### config.mk
export PLATFORM = sky130hd
export DESIGN_NAME = udp_to_mac_tx_flat
export DESIGN_NICKNAME = d
export VERILOG_FILES = /design/src/rtl/eth_pkg.sv /design/src/rtl/udp_to_mac_tx_if.sv /design/src/rtl/eth_crc32.sv /design/src/rtl/udp_to_mac_tx.sv /design/src/flat_wrapper.sv
export SDC_FILE = /design/constraint.sdc
export NUM_CORES = 1
export LEC_CHECK = 0
export CAP_MARGIN = 20
export CORE_MARGIN = 5
export CORE_UTILIZATION = 42
export CTS_CLUSTER_DIAMETER = 60
export DETAILED_ROUTE_END_ITERATION = 8
export PLACE_DENSITY = 0.61
export SLEW_MARGIN = 20
export SYNTH_ARGS = -nofsm -noshare
export SYNTH_HDL_FRONTEND = slang
export SYNTH_SLANG_ARGS = --single-unit
export TNS_END_PERCENT = 1
### constraint.sdc
create_clock -name Clk -period 9.7 [get_ports Clk]
set_input_delay 0.97 -clock Clk [delete_from_list [all_inputs] [get_ports Clk]]
set_output_delay 0.97 -clock Clk [all_outputs]
set_load 0.005 [all_outputs]
### src/rtl/eth_pkg.sv
`default_nettype none
// ============================================================================
// Module   : eth_pkg
// Purpose  : Constants, state encoding and IPv4 checksum helper shared by
//            the UDP-to-MAC transmit path.
// Revision : 1.0 - initial release
// ============================================================================
package eth_pkg;

  localparam logic [7:0]  eth_preamble_byte          = 8'h55;
  localparam logic [7:0]  eth_sfd_byte               = 8'hD5;

  localparam logic [15:0] eth_mac_length             = 16'd6;
  localparam logic [15:0] eth_mac_header_length      = 16'd14;
  localparam logic [15:0] eth_ipv4_header_length     = 16'd20;
  localparam logic [15:0] eth_udp_header_length      = 16'd8;

  localparam logic [15:0] eth_type_ip                = 16'h0800;
  localparam logic [7:0]  eth_ip_ver_ihl             = 8'h45;
  localparam logic [7:0]  eth_ip_proto_udp           = 8'h11;
  localparam logic [7:0]  eth_ip_ttl                 = 8'h40;
  localparam logic [15:0] eth_ip_flags_frag          = 16'h4000;

  localparam logic [15:0] eth_udp_max_payload_length = 16'd1472;
  localparam logic [15:0] eth_min_frame_length       = 16'd60;
  localparam logic [15:0] eth_ifg_length             = 16'd12;

  // Payload bytes needed to reach the minimum frame without padding.
  localparam logic [15:0] eth_min_payload_length     = eth_min_frame_length
                                                     - eth_mac_header_length
                                                     - eth_ipv4_header_length
                                                     - eth_udp_header_length;

  typedef enum logic [2:0] {
    IDLE     = 3'd0,
    PREAMBLE = 3'd1,
    HEADER   = 3'd2,
    PAYLOAD  = 3'd3,
    PAD      = 3'd4,
    FCS      = 3'd5,
    DRAIN    = 3'd6,
    IFG      = 3'd7
  } eth_tx_state_t;

  // One's-complement sum of the ten IPv4 header words (checksum word as 0),
  // end-around carry folded twice, then inverted.
  function automatic logic [15:0] eth_ip_checksum(
    input logic [15:0] total_len,
    input logic [15:0] ident,
    input logic [31:0] src_ip,
    input logic [31:0] dst_ip
  );
    logic [19:0] sum;
    sum = {12'd0, eth_ip_ver_ihl} << 8;
    sum = sum + {4'd0, total_len} + {4'd0, ident} + {4'd0, eth_ip_flags_frag}
        + {4'd0, eth_ip_ttl, eth_ip_proto_udp}
        + {4'd0, src_ip[31:16]} + {4'd0, src_ip[15:0]}
        + {4'd0, dst_ip[31:16]} + {4'd0, dst_ip[15:0]};
    sum = {4'd0, sum[15:0]} + {16'd0, sum[19:16]};
    sum = {4'd0, sum[15:0]} + {16'd0, sum[19:16]};
    return ~sum[15:0];
  endfunction

endpackage
`default_nettype wire

### src/rtl/udp_to_mac_tx_if.sv
`default_nettype none
// ============================================================================
// Module   : udp_to_mac_tx_if
// Purpose  : AXI-stream style UDP payload channel with its frame length.
//            master = payload source, slave = framer.
// Revision : 1.0 - initial release
// ============================================================================
interface udp_to_mac_tx_if;
  logic        Udp_valid;
  logic [7:0]  Udp_data;
  logic        Udp_last;
  logic        Udp_ready;
  logic [15:0] Udp_length;

  modport master (output Udp_valid, Udp_data, Udp_last, Udp_length,
                  input  Udp_ready);
  modport slave  (input  Udp_valid, Udp_data, Udp_last, Udp_length,
                  output Udp_ready);
endinterface
`default_nettype wire

### src/rtl/eth_crc32.sv
`default_nettype none
// ============================================================================
// Module   : eth_crc32
// Purpose  : Byte-wide Ethernet CRC-32 (reflected 0x04C11DB7, init all-ones).
//            Crc_o is the raw register; the caller inverts it for the FCS.
//            Only instantiated when UDP_TO_MAC_TX_FCS_EN is defined.
// Revision : 1.0 - initial release
// ============================================================================
module eth_crc32 (
  input  logic        Clk,
  input  logic        Rst_n,
  input  logic        En_i,
  input  logic        Clr_i,
  input  logic [7:0]  Data_i,
  output logic [31:0] Crc_o
);

  localparam logic [31:0] c_poly_refl = 32'hEDB88320;

  logic [31:0] crc_q;
  logic [31:0] crc_d;
  logic [31:0] w_step;

  // Fold one byte into the running CRC, least significant bit first.
  always_comb begin
    w_step = crc_q;
    for (int i = 0; i < 8; i++) begin
      if (w_step[0] ^ Data_i[i]) w_step = (w_step >> 1) ^ c_poly_refl;
      else                       w_step = w_step >> 1;
    end
  end

  // Clear wins over enable so a new frame always starts from all-ones.
  always_comb begin
    crc_d = crc_q;
    if (Clr_i)     crc_d = 32'hFFFF_FFFF;
    else if (En_i) crc_d = w_step;
  end

  // CRC state register.
  always_ff @(posedge Clk or negedge Rst_n) begin
    if (!Rst_n) crc_q <= 32'hFFFF_FFFF;
    else        crc_q <= crc_d;
  end

  assign Crc_o = crc_q;

endmodule
`default_nettype wire

### src/rtl/udp_to_mac_tx.sv
`default_nettype none
// ============================================================================
// Module   : udp_to_mac_tx
// Purpose  : Wraps a UDP payload stream in UDP/IPv4/Ethernet headers and
//            emits a byte-wide GMII-style frame with preamble, padding and
//            (optionally) FCS. Malformed or under-run input is dropped.
// Config   : define UDP_TO_MAC_TX_FCS_EN to append the CRC-32 FCS.
// Revision : 1.0 - initial release
// ============================================================================
module udp_to_mac_tx
  import eth_pkg::*;
(
  input  logic           Clk,
  input  logic           Rst_n,
  input  logic [47:0]    Src_mac,
  input  logic [47:0]    Dst_mac,
  input  logic [31:0]    Src_ip,
  input  logic [31:0]    Dst_ip,
  input  logic [15:0]    Src_port,
  input  logic [15:0]    Dst_port,
  udp_to_mac_tx_if.slave Udp,
  output logic           Mac_valid,
  output logic [7:0]     Mac_data,
  output logic           Mac_error,
  output logic           Tx_done,
  output logic           Tx_dropped
);

  localparam logic [5:0] c_pre_last = 6'd7;
  localparam logic [5:0] c_hdr_last = 6'd41;
  localparam logic [5:0] c_ifg_last = 6'(eth_ifg_length - 16'd1);
  localparam logic [15:0] c_pad_last = eth_min_payload_length - 16'd1;

  eth_tx_state_t state_q, state_d;
  logic [5:0]    cnt_q, cnt_d;
  logic [15:0]   pay_cnt_q, pay_cnt_d;
  logic [15:0]   len_q;
  logic [47:0]   dst_mac_q, src_mac_q;
  logic [31:0]   src_ip_q, dst_ip_q;
  logic [15:0]   src_port_q, dst_port_q;
  logic [15:0]   ident_q;
  logic [15:0]   csum_q;

  logic          mac_valid_q, mac_valid_d;
  logic [7:0]    mac_data_q, mac_data_d;
  logic          mac_error_q, mac_error_d;
  logic          tx_done_q, tx_done_d;
  logic          tx_dropped_q, tx_dropped_d;

  logic          w_ready;
  logic          w_latch;
  logic [15:0]   w_beat_num;
  logic [335:0]  w_hdr;

`ifdef UDP_TO_MAC_TX_FCS_EN
  localparam logic [5:0] c_fcs_last = 6'd3;
  logic          w_crc_en;
  logic          w_crc_clr;
  logic [31:0]   w_crc;
  logic [31:0]   w_fcs;

  eth_crc32 u_crc (
    .Clk    (Clk),
    .Rst_n  (Rst_n),
    .En_i   (w_crc_en),
    .Clr_i  (w_crc_clr),
    .Data_i (mac_data_d),
    .Crc_o  (w_crc)
  );

  assign w_fcs = ~w_crc;
`endif

  // Full 42-byte header in transmit order, byte 0 in the top bits.
  assign w_hdr = {dst_mac_q, src_mac_q, eth_type_ip,
                  eth_ip_ver_ihl, 8'h00, len_q + 16'd28, ident_q,
                  eth_ip_flags_frag, eth_ip_ttl, eth_ip_proto_udp, csum_q,
                  src_ip_q, dst_ip_q,
                  src_port_q, dst_port_q, len_q + 16'd8, 16'h0000};

  assign w_beat_num    = pay_cnt_q + 16'd1;
  assign Udp.Udp_ready = w_ready;

  // Next-state, stream handshake and next output byte.
  always_comb begin
    state_d      = state_q;
    cnt_d        = cnt_q;
    pay_cnt_d    = pay_cnt_q;
    mac_valid_d  = 1'b0;
    mac_data_d   = 8'h00;
    mac_error_d  = 1'b0;
    tx_done_d    = 1'b0;
    tx_dropped_d = 1'b0;
    w_ready      = 1'b0;
    w_latch      = 1'b0;
`ifdef UDP_TO_MAC_TX_FCS_EN
    w_crc_en     = 1'b0;
    w_crc_clr    = 1'b0;
`endif
    case (state_q)
      IDLE: begin
`ifdef UDP_TO_MAC_TX_FCS_EN
        w_crc_clr = 1'b1;
`endif
        cnt_d     = 6'd0;
        pay_cnt_d = 16'd0;
        if (Udp.Udp_valid) begin
          w_latch = 1'b1;
          if (Udp.Udp_length >= 16'd1 && Udp.Udp_length <= eth_udp_max_payload_length)
            state_d = PREAMBLE;
          else
            state_d = DRAIN;
        end
      end
      PREAMBLE: begin
        mac_valid_d = 1'b1;
        mac_data_d  = (cnt_q == c_pre_last) ? eth_sfd_byte : eth_preamble_byte;
        cnt_d       = cnt_q + 6'd1;
        if (cnt_q == c_pre_last) begin
          cnt_d   = 6'd0;
          state_d = HEADER;
        end
      end
      HEADER: begin
        mac_valid_d = 1'b1;
        mac_data_d  = w_hdr[{3'd0, c_hdr_last - cnt_q} * 9'd8 +: 8];
`ifdef UDP_TO_MAC_TX_FCS_EN
        w_crc_en    = 1'b1;
`endif
        cnt_d       = cnt_q + 6'd1;
        if (cnt_q == c_hdr_last) begin
          cnt_d   = 6'd0;
          state_d = PAYLOAD;
        end
      end
      PAYLOAD: begin
        w_ready     = 1'b1;
        mac_valid_d = 1'b1;
        if (!Udp.Udp_valid) begin
          // Under-run: flag a poisoned byte and discard the rest of the frame.
          mac_error_d = 1'b1;
          state_d     = DRAIN;
        end else begin
          mac_data_d = Udp.Udp_data;
`ifdef UDP_TO_MAC_TX_FCS_EN
          w_crc_en   = 1'b1;
`endif
          pay_cnt_d  = w_beat_num;
          if (Udp.Udp_last && w_beat_num != len_q) begin
            mac_error_d  = 1'b1;
            tx_dropped_d = 1'b1;
            cnt_d        = 6'd0;
            state_d      = IFG;
          end else if (!Udp.Udp_last && w_beat_num == len_q) begin
            mac_error_d = 1'b1;
            state_d     = DRAIN;
          end else if (Udp.Udp_last) begin
            cnt_d = 6'd0;
            if (w_beat_num < eth_min_payload_length) begin
              state_d = PAD;
            end else begin
`ifdef UDP_TO_MAC_TX_FCS_EN
              state_d   = FCS;
`else
              tx_done_d = 1'b1;
              state_d   = IFG;
`endif
            end
          end
        end
      end
      PAD: begin
        mac_valid_d = 1'b1;
`ifdef UDP_TO_MAC_TX_FCS_EN
        w_crc_en    = 1'b1;
`endif
        pay_cnt_d   = pay_cnt_q + 16'd1;
        if (pay_cnt_q == c_pad_last) begin
          cnt_d = 6'd0;
`ifdef UDP_TO_MAC_TX_FCS_EN
          state_d   = FCS;
`else
          tx_done_d = 1'b1;
          state_d   = IFG;
`endif
        end
      end
`ifdef UDP_TO_MAC_TX_FCS_EN
      FCS: begin
        mac_valid_d = 1'b1;
        mac_data_d  = w_fcs[{cnt_q[1:0], 3'b000} +: 8];
        cnt_d       = cnt_q + 6'd1;
        if (cnt_q == c_fcs_last) begin
          tx_done_d = 1'b1;
          cnt_d     = 6'd0;
          state_d   = IFG;
        end
      end
`endif
      DRAIN: begin
        w_ready = 1'b1;
        if (Udp.Udp_valid && Udp.Udp_last) begin
          tx_dropped_d = 1'b1;
          cnt_d        = 6'd0;
          state_d      = IFG;
        end
      end
      IFG: begin
        cnt_d = cnt_q + 6'd1;
        if (cnt_q == c_ifg_last) begin
          cnt_d   = 6'd0;
          state_d = IDLE;
        end
      end
      default: state_d = IDLE;
    endcase
  end

  // State, counters and registered MAC-side outputs.
  always_ff @(posedge Clk or negedge Rst_n) begin
    if (!Rst_n) begin
      state_q      <= IDLE;
      cnt_q        <= 6'd0;
      pay_cnt_q    <= 16'd0;
      mac_valid_q  <= 1'b0;
      mac_data_q   <= 8'h00;
      mac_error_q  <= 1'b0;
      tx_done_q    <= 1'b0;
      tx_dropped_q <= 1'b0;
    end else begin
      state_q      <= state_d;
      cnt_q        <= cnt_d;
      pay_cnt_q    <= pay_cnt_d;
      mac_valid_q  <= mac_valid_d;
      mac_data_q   <= mac_data_d;
      mac_error_q  <= mac_error_d;
      tx_done_q    <= tx_done_d;
      tx_dropped_q <= tx_dropped_d;
    end
  end

  // Frame parameters are captured once, in the IDLE cycle that sees valid.
  always_ff @(posedge Clk or negedge Rst_n) begin
    if (!Rst_n) begin
      len_q      <= 16'd0;
      dst_mac_q  <= 48'd0;
      src_mac_q  <= 48'd0;
      src_ip_q   <= 32'd0;
      dst_ip_q   <= 32'd0;
      src_port_q <= 16'd0;
      dst_port_q <= 16'd0;
    end else if (w_latch) begin
      len_q      <= Udp.Udp_length;
      dst_mac_q  <= Dst_mac;
      src_mac_q  <= Src_mac;
      src_ip_q   <= Src_ip;
      dst_ip_q   <= Dst_ip;
      src_port_q <= Src_port;
      dst_port_q <= Dst_port;
    end
  end

  // Checksum settles during the preamble, long before its header slot.
  always_ff @(posedge Clk or negedge Rst_n) begin
    if (!Rst_n)                  csum_q <= 16'd0;
    else if (state_q == PREAMBLE) csum_q <= eth_ip_checksum(len_q + 16'd28, ident_q,
                                                            src_ip_q, dst_ip_q);
  end

  // IP identification advances only on successfully completed frames.
  always_ff @(posedge Clk or negedge Rst_n) begin
    if (!Rst_n)         ident_q <= 16'd0;
    else if (tx_done_d) ident_q <= ident_q + 16'd1;
  end

  assign Mac_valid  = mac_valid_q;
  assign Mac_data   = mac_data_q;
  assign Mac_error  = mac_error_q;
  assign Tx_done    = tx_done_q;
  assign Tx_dropped = tx_dropped_q;

endmodule
`default_nettype wire
### src/flat_wrapper.sv
// flat-port wrapper written by rule: the top's interface ports become plain ports
module udp_to_mac_tx_flat import eth_pkg::*;
  (Clk, Rst_n, Src_mac, Dst_mac, Src_ip, Dst_ip, Src_port, Dst_port, Mac_valid, Mac_data, Mac_error, Tx_done, Tx_dropped, Udp_Udp_valid, Udp_Udp_data, Udp_Udp_last, Udp_Udp_length, Udp_Udp_ready);
  udp_to_mac_tx_if Udp_i ();
  input  logic Clk;
  input  logic Rst_n;
  input  logic [47:0] Src_mac;
  input  logic [47:0] Dst_mac;
  input  logic [31:0] Src_ip;
  input  logic [31:0] Dst_ip;
  input  logic [15:0] Src_port;
  input  logic [15:0] Dst_port;
  output logic Mac_valid;
  output logic [7:0] Mac_data;
  output logic Mac_error;
  output logic Tx_done;
  output logic Tx_dropped;
  input wire logic [$bits(Udp_i.Udp_valid)-1:0] Udp_Udp_valid;
  input wire logic [$bits(Udp_i.Udp_data)-1:0] Udp_Udp_data;
  input wire logic [$bits(Udp_i.Udp_last)-1:0] Udp_Udp_last;
  input wire logic [$bits(Udp_i.Udp_length)-1:0] Udp_Udp_length;
  output wire logic [$bits(Udp_i.Udp_ready)-1:0] Udp_Udp_ready;
  assign Udp_i.Udp_valid = Udp_Udp_valid;
  assign Udp_i.Udp_data = Udp_Udp_data;
  assign Udp_i.Udp_last = Udp_Udp_last;
  assign Udp_i.Udp_length = Udp_Udp_length;
  assign Udp_Udp_ready = Udp_i.Udp_ready;
  udp_to_mac_tx u_core (.Clk(Clk), .Rst_n(Rst_n), .Src_mac(Src_mac), .Dst_mac(Dst_mac), .Src_ip(Src_ip), .Dst_ip(Dst_ip), .Src_port(Src_port), .Dst_port(Dst_port), .Udp(Udp_i), .Mac_valid(Mac_valid), .Mac_data(Mac_data), .Mac_error(Mac_error), .Tx_done(Tx_done), .Tx_dropped(Tx_dropped));
endmodule
# After elaboration in Yosys (flattened, before gate mapping)
# Cells that the tools add are included.
# totals
ff_bits,277
input_bits,220
word_cells,120
# classes
addsub,16
n_lt_le_gt_ge,3
eq_ne,22
n_shift,1
muxes,47
bitwise,1
reduce_logical,13
# op_table
cell,count
336-bit by 10-bit variable part select with 8-bit output,1
20-bit by 16-bit adder with 20-bit output,5
6-bit 2-to-1 mux,9
16-bit case mux with 3 select lines,1
6-bit case mux with 7 select lines,1
20-bit by 15-bit adder with 20-bit output (second input constant),2
3-bit 2-to-1 mux,11
16-bit by 1-bit adder with 16-bit output (second input constant),2
8-bit case mux with 3 select lines,1
3-bit case mux with 7 select lines,1
15-bit by 16-bit adder with 17-bit output (first input constant),1
16-bit by 4-bit adder with 17-bit output,1
1-bit 2-to-1 mux,17
16-bit by 4-bit adder with 16-bit output,1
16-bit by 4-bit adder with 16-bit output (second input constant),1
16-bit by 5-bit adder with 16-bit output (second input constant),1
16-bit equality test,1
16-bit by 5-bit equality test with 1-bit output (second input constant),1
16-bit by 1-bit >= comparator with 1-bit output (second input constant),1
16-bit by 11-bit less-or-equal comparator with 1-bit output (second input constant),1
16-bit by 5-bit < comparator with 1-bit output (second input constant),1
16-bit 2-to-1 mux,1
8-bit 2-to-1 mux,2
16-bit inequality test,1
25 further kinds,38

# Longest topological paths before layout
# depth
depth_word,12
depth_mapped,40
ltp_nobuf,40

# Worst setup path after synthesis
# No wires, ideal clock.
# synth_timing
path_kind,register -> register
from,register u_core.len_q[3]
to,register u_core.csum_q[15]
arrival_ps,8734
setup_slack_ps,884
path_stages_with_launch,39
synth_period_minus_slack_ps,8816
path_cell_list,dfrtp_1 inv_1 ha_1 a21bo_2 and2_1 nand2_1 xnor2_1 ha_1 nand2b_1 nand2_1 xnor2_1 fa_1 inv_1 fa_1 fa_1 inv_1 ha_1 ha_1 [... 3 more ...] a21oi_1 o21ai_0 nand2_1 xnor2_1 fa_1 nor2b_1 o21ai_1 a2111oi_2 nand4_2 nor4b_4 and3_1 ha_1 nand4_1 nor4b_4 o31a_2 clkinv_1 or4_1 a31oi_1
# synth_between
elab_chain_len,12
# synth_lines
element,line_no,rtl
from (decl),udp_to_mac_tx.sv:37,logic [15:0] len_q;
from (signal assigned),udp_to_mac_tx.sv:253,len_q <= Udp.Udp_length;
16-bit by 5-bit adder with 16-bit output,udp_to_mac_tx.sv:266,"else if (state_q == PREAMBLE) csum_q <= eth_ip_checksum(len_q + 16'd28, ident_q,"
15-bit by 16-bit adder with 17-bit output,eth_pkg.sv:55,"sum = sum + {4'd0, total_len} + {4'd0, ident} + {4'd0, eth_ip_flags_frag}"
20-bit by 16-bit adder with 20-bit output,eth_pkg.sv:55,
20-bit by 15-bit adder with 20-bit output,eth_pkg.sv:55,
20-bit by 15-bit adder with 20-bit output,eth_pkg.sv:56,"+ {4'd0, eth_ip_ttl, eth_ip_proto_udp}"
20-bit by 16-bit adder with 20-bit output (2 in a row),eth_pkg.sv:57,"+ {4'd0, src_ip[31:16]} + {4'd0, src_ip[15:0]}"
20-bit by 16-bit adder with 20-bit output (2 in a row),eth_pkg.sv:58,"+ {4'd0, dst_ip[31:16]} + {4'd0, dst_ip[15:0]};"
16-bit by 4-bit adder with 17-bit output,eth_pkg.sv:59,"sum = {4'd0, sum[15:0]} + {16'd0, sum[19:16]};"
16-bit by 4-bit adder with 16-bit output,eth_pkg.sv:60,"sum = {4'd0, sum[15:0]} + {16'd0, sum[19:16]};"
16-bit inverter,eth_pkg.sv:61,return ~sum[15:0];
to (signal assigned),udp_to_mac_tx.sv:266,
to (decl),udp_to_mac_tx.sv:42,logic [15:0] csum_q;
# Every way passes these cells.
# A chain may end at the register's enable or synchronous reset.

# Worst setup path after layout
# Ends and elaborated chain as after synthesis.

==> flow_summary.ini <==
[min_path]
min_path_type = in2async

[grt]
globalRouteOverflowTotal = 0
grt_max_degree = 187
antenna_found_initial = 5
grt_pass1_wl_mm = 79.9
grt_use_total = 0.217
grt_pass1_vias = 13770

[sta]
setup_ws_ns = 0.570
setup-tns-final_ns = 0
fin_crit_sh = 0.941
fmax_ghz = 0.110
max_slew_margin = 0.294
finalSetupViolations = 0
finalMaxSlewViolations = 0
finalHoldViolCount = 0
rsz0062_at_grt = no
worst_pin_slew_ns = 1.06
skew_ns = 0.0167
period_needed_ns = 9.13

[routing]
drc = 0
drtAntennaViolNets = 0
drt-vias-per-instance = 5.64
drt_iter0_markers = 993
routed_wl_mm = 51.6
firstDrtPassIters = 5
via_count = 13599
wl_per_cell_um = 21.4

[setup_path]
path_delay_family = adder cells
cp-end-kind = flop
crit_fanout = 6
crit_path_top_delay_cell = fa_1
worstSetupPathType = reg2reg
max_stage_delay_ns = 0.56
required_ns = 10.17
crit_buf_inv = 4
worst_ep_arrival_time_ns = 9.60
crit_path_start_kind = flop

[floorplan]
num_rows = 75
die_w_um = 216
fp.dieH_um = 216
io_pins = 233
core_area_mm2 = 0.0419
fp.dieArea_mm2 = 0.0467
initial_core_util = 0.425

[synthesis]
ys_types = 85
synth_top_area_frac = 0.389
post-synth-top-count-cell = dfrtp_1
synthFlopType = dfrtp_1
ys_ff_latch = 277
yosys-top-cells-area = dfrtp_1 (39%), mux2_2 (12%), fa_1 (7.1%)
synth_top_area_cell = dfrtp_1
avgSynthCellArea_um2 = 10.9
synthCells = 1642
synth_commonest_cells = dfrtp_1 (277), mux2_2 (194), nand2_1 (136)
async_flop_share = 1.00
synth_nets = 1981
syn_area_mm2 = 0.0178
yosys_warnings = 0
synth-seq-area-share = 0.389
synth_edf_count = 0

[placed_design]
pre_cts_ws_ns = 0.246
dp_hpwl_mm = 39.2
portBuffers = 232
gp_congestion = 0.931

[clock_network]
max-clock-path-buffers = 3
cts_tree = built
clk_pin_slew_ns = 0.06
cts_buffers = 36
root_buffer = clkbuf_16
h-tree-depth = 2
cts_sinks = 277
clk_latency_ns = 0.56
hold_buffers = 0

[cells_and_area]
nNetsFinal = 2181
fillers = 3729
drive_above_1_share = 0.189
area_growth_pct = 23.3
final_core_util = 0.524

[flow_run]
max_cap_viol_count = 0

[run_status]
status = complete, no violations
==> sequential cells by signal, indices dropped and copies added, names as in the netlist <==
signal             cells
u_core.Mac_data        8
u_core.Mac_error       1
u_core.Mac_valid       1
u_core.Tx_done         1
u_core.Tx_dropped      1
u_core.cnt_q           6
u_core.csum_q         16
u_core.dst_ip_q       32
u_core.dst_mac_q      48
u_core.dst_port_q     16
u_core.ident_q        16
u_core.len_q          16
u_core.pay_cnt_q      16
u_core.src_ip_q       32
u_core.src_mac_q      48
u_core.src_port_q     16
u_core.state_q         3
==> per-stage QoR <==
step                std cells  hold WS [ns]  instance area, um^2
finish                   2413         0.451                22000
global route             2413         0.499                22000
CTS                      2403         0.450                21900
detailed placement       2338         0.471                20700
global placement         2338         0.464                20700
floorplan                1642         0.445                17800
==> cells by family (layout without fill, tap and decap cells) <==
logic type / after synthesis / in the layout / synth area share
fa+ha+maj: 119 / 119 / 0.110
mux: 261 / 261 / 0.194
flops: 277 / 277 / 0.389
compound gates: 288 / 288 / 0.103
other cells: 0 / 5 / 0
simple gates: 387 / 387 / 0.108
buf+inv: 203 / 430 / 0.0441
xor+xnor: 107 / 107 / 0.0526
==> cell type report <==
class / instances / area, um^2 / share of cell area
sequential: 277 / 6940 / 0.316
antenna: 5 / 12.5 / 0.000569
clock buffer: 54 / 1060 / 0.0481
clock inverter: 11 / 148 / 0.00672
timing repair buffer: 255 / 2540 / 0.116
inverter: 110 / 413 / 0.0188
tap: 539 / 674 / 0.0307
multi-input combinational: 1162 / 10200 / 0.464
==> cells in the final DEF (no fill, tap or decap), drive strengths merged, types with 12 or more instances in the layout <==
cell / n
mux4: 48
nor4: 13
a31oi: 19
fa: 63
nor3: 39
mux2i: 19
xor2: 44
buf: 24
ha: 56
a21oi: 51
o21ai: 111
nand2: 136
xnor2: 63
and3: 22
clkdlybuf4s50: 231
nand3: 35
clkbuf: 54
mux2: 194
o211ai: 12
dfrtp: 277
inv: 113
nand4: 19
nor2: 67
==> per-layer routing <==
metal,GRT usage,share of wire
met1,0.307,0.45
met5,0,0.00025
met2,0.334,0.46
met3,0.0515,0.066
met4,0.0687,0.031
==> worst paths after layout <==
check | depth (start not counted) | start | slack (ns) | to
worst min register to register | 2 | u_core.csum_q[4] | 0.48 | u_core.csum_q[4]
worst max-delay path | 38 | u_core.len_q[3] | 0.57 | u_core.csum_q[15]
worst max register to register | 38 | u_core.len_q[3] | 0.57 | u_core.csum_q[15]
min in group Clk | 2 | u_core.csum_q[4] | 0.48 | u_core.csum_q[4]
worst min-delay path | 1 | Rst_n | 0.45 | u_core.csum_q[7]
max in group asynchronous | 3 | Rst_n | 7.75 | u_core.dst_port_q[6]
==> timing repair <==
action	4_1_cts	5_1_grt
gates resized for setup	0	8
setup buffers	0	4
endpoints found under the setup margin	0	9
==> worst reg2reg max path, delay by kind of cell (launching register included) <==
family | cells | cell delay (ns)
adders and majority gates | 9 | 3.23
and+or+nand+nor | 13 | 2.75
AOI/OAI and AO/OA | 9 | 1.87
xor gates and xnor gates | 3 | 0.49
DFF | 1 | 0.41
buffers and inverters | 4 | 0.30
Power is left out: the tool's default activity adds up to more than one toggle a clock period on the data nets, which glitch-free logic cannot reach.
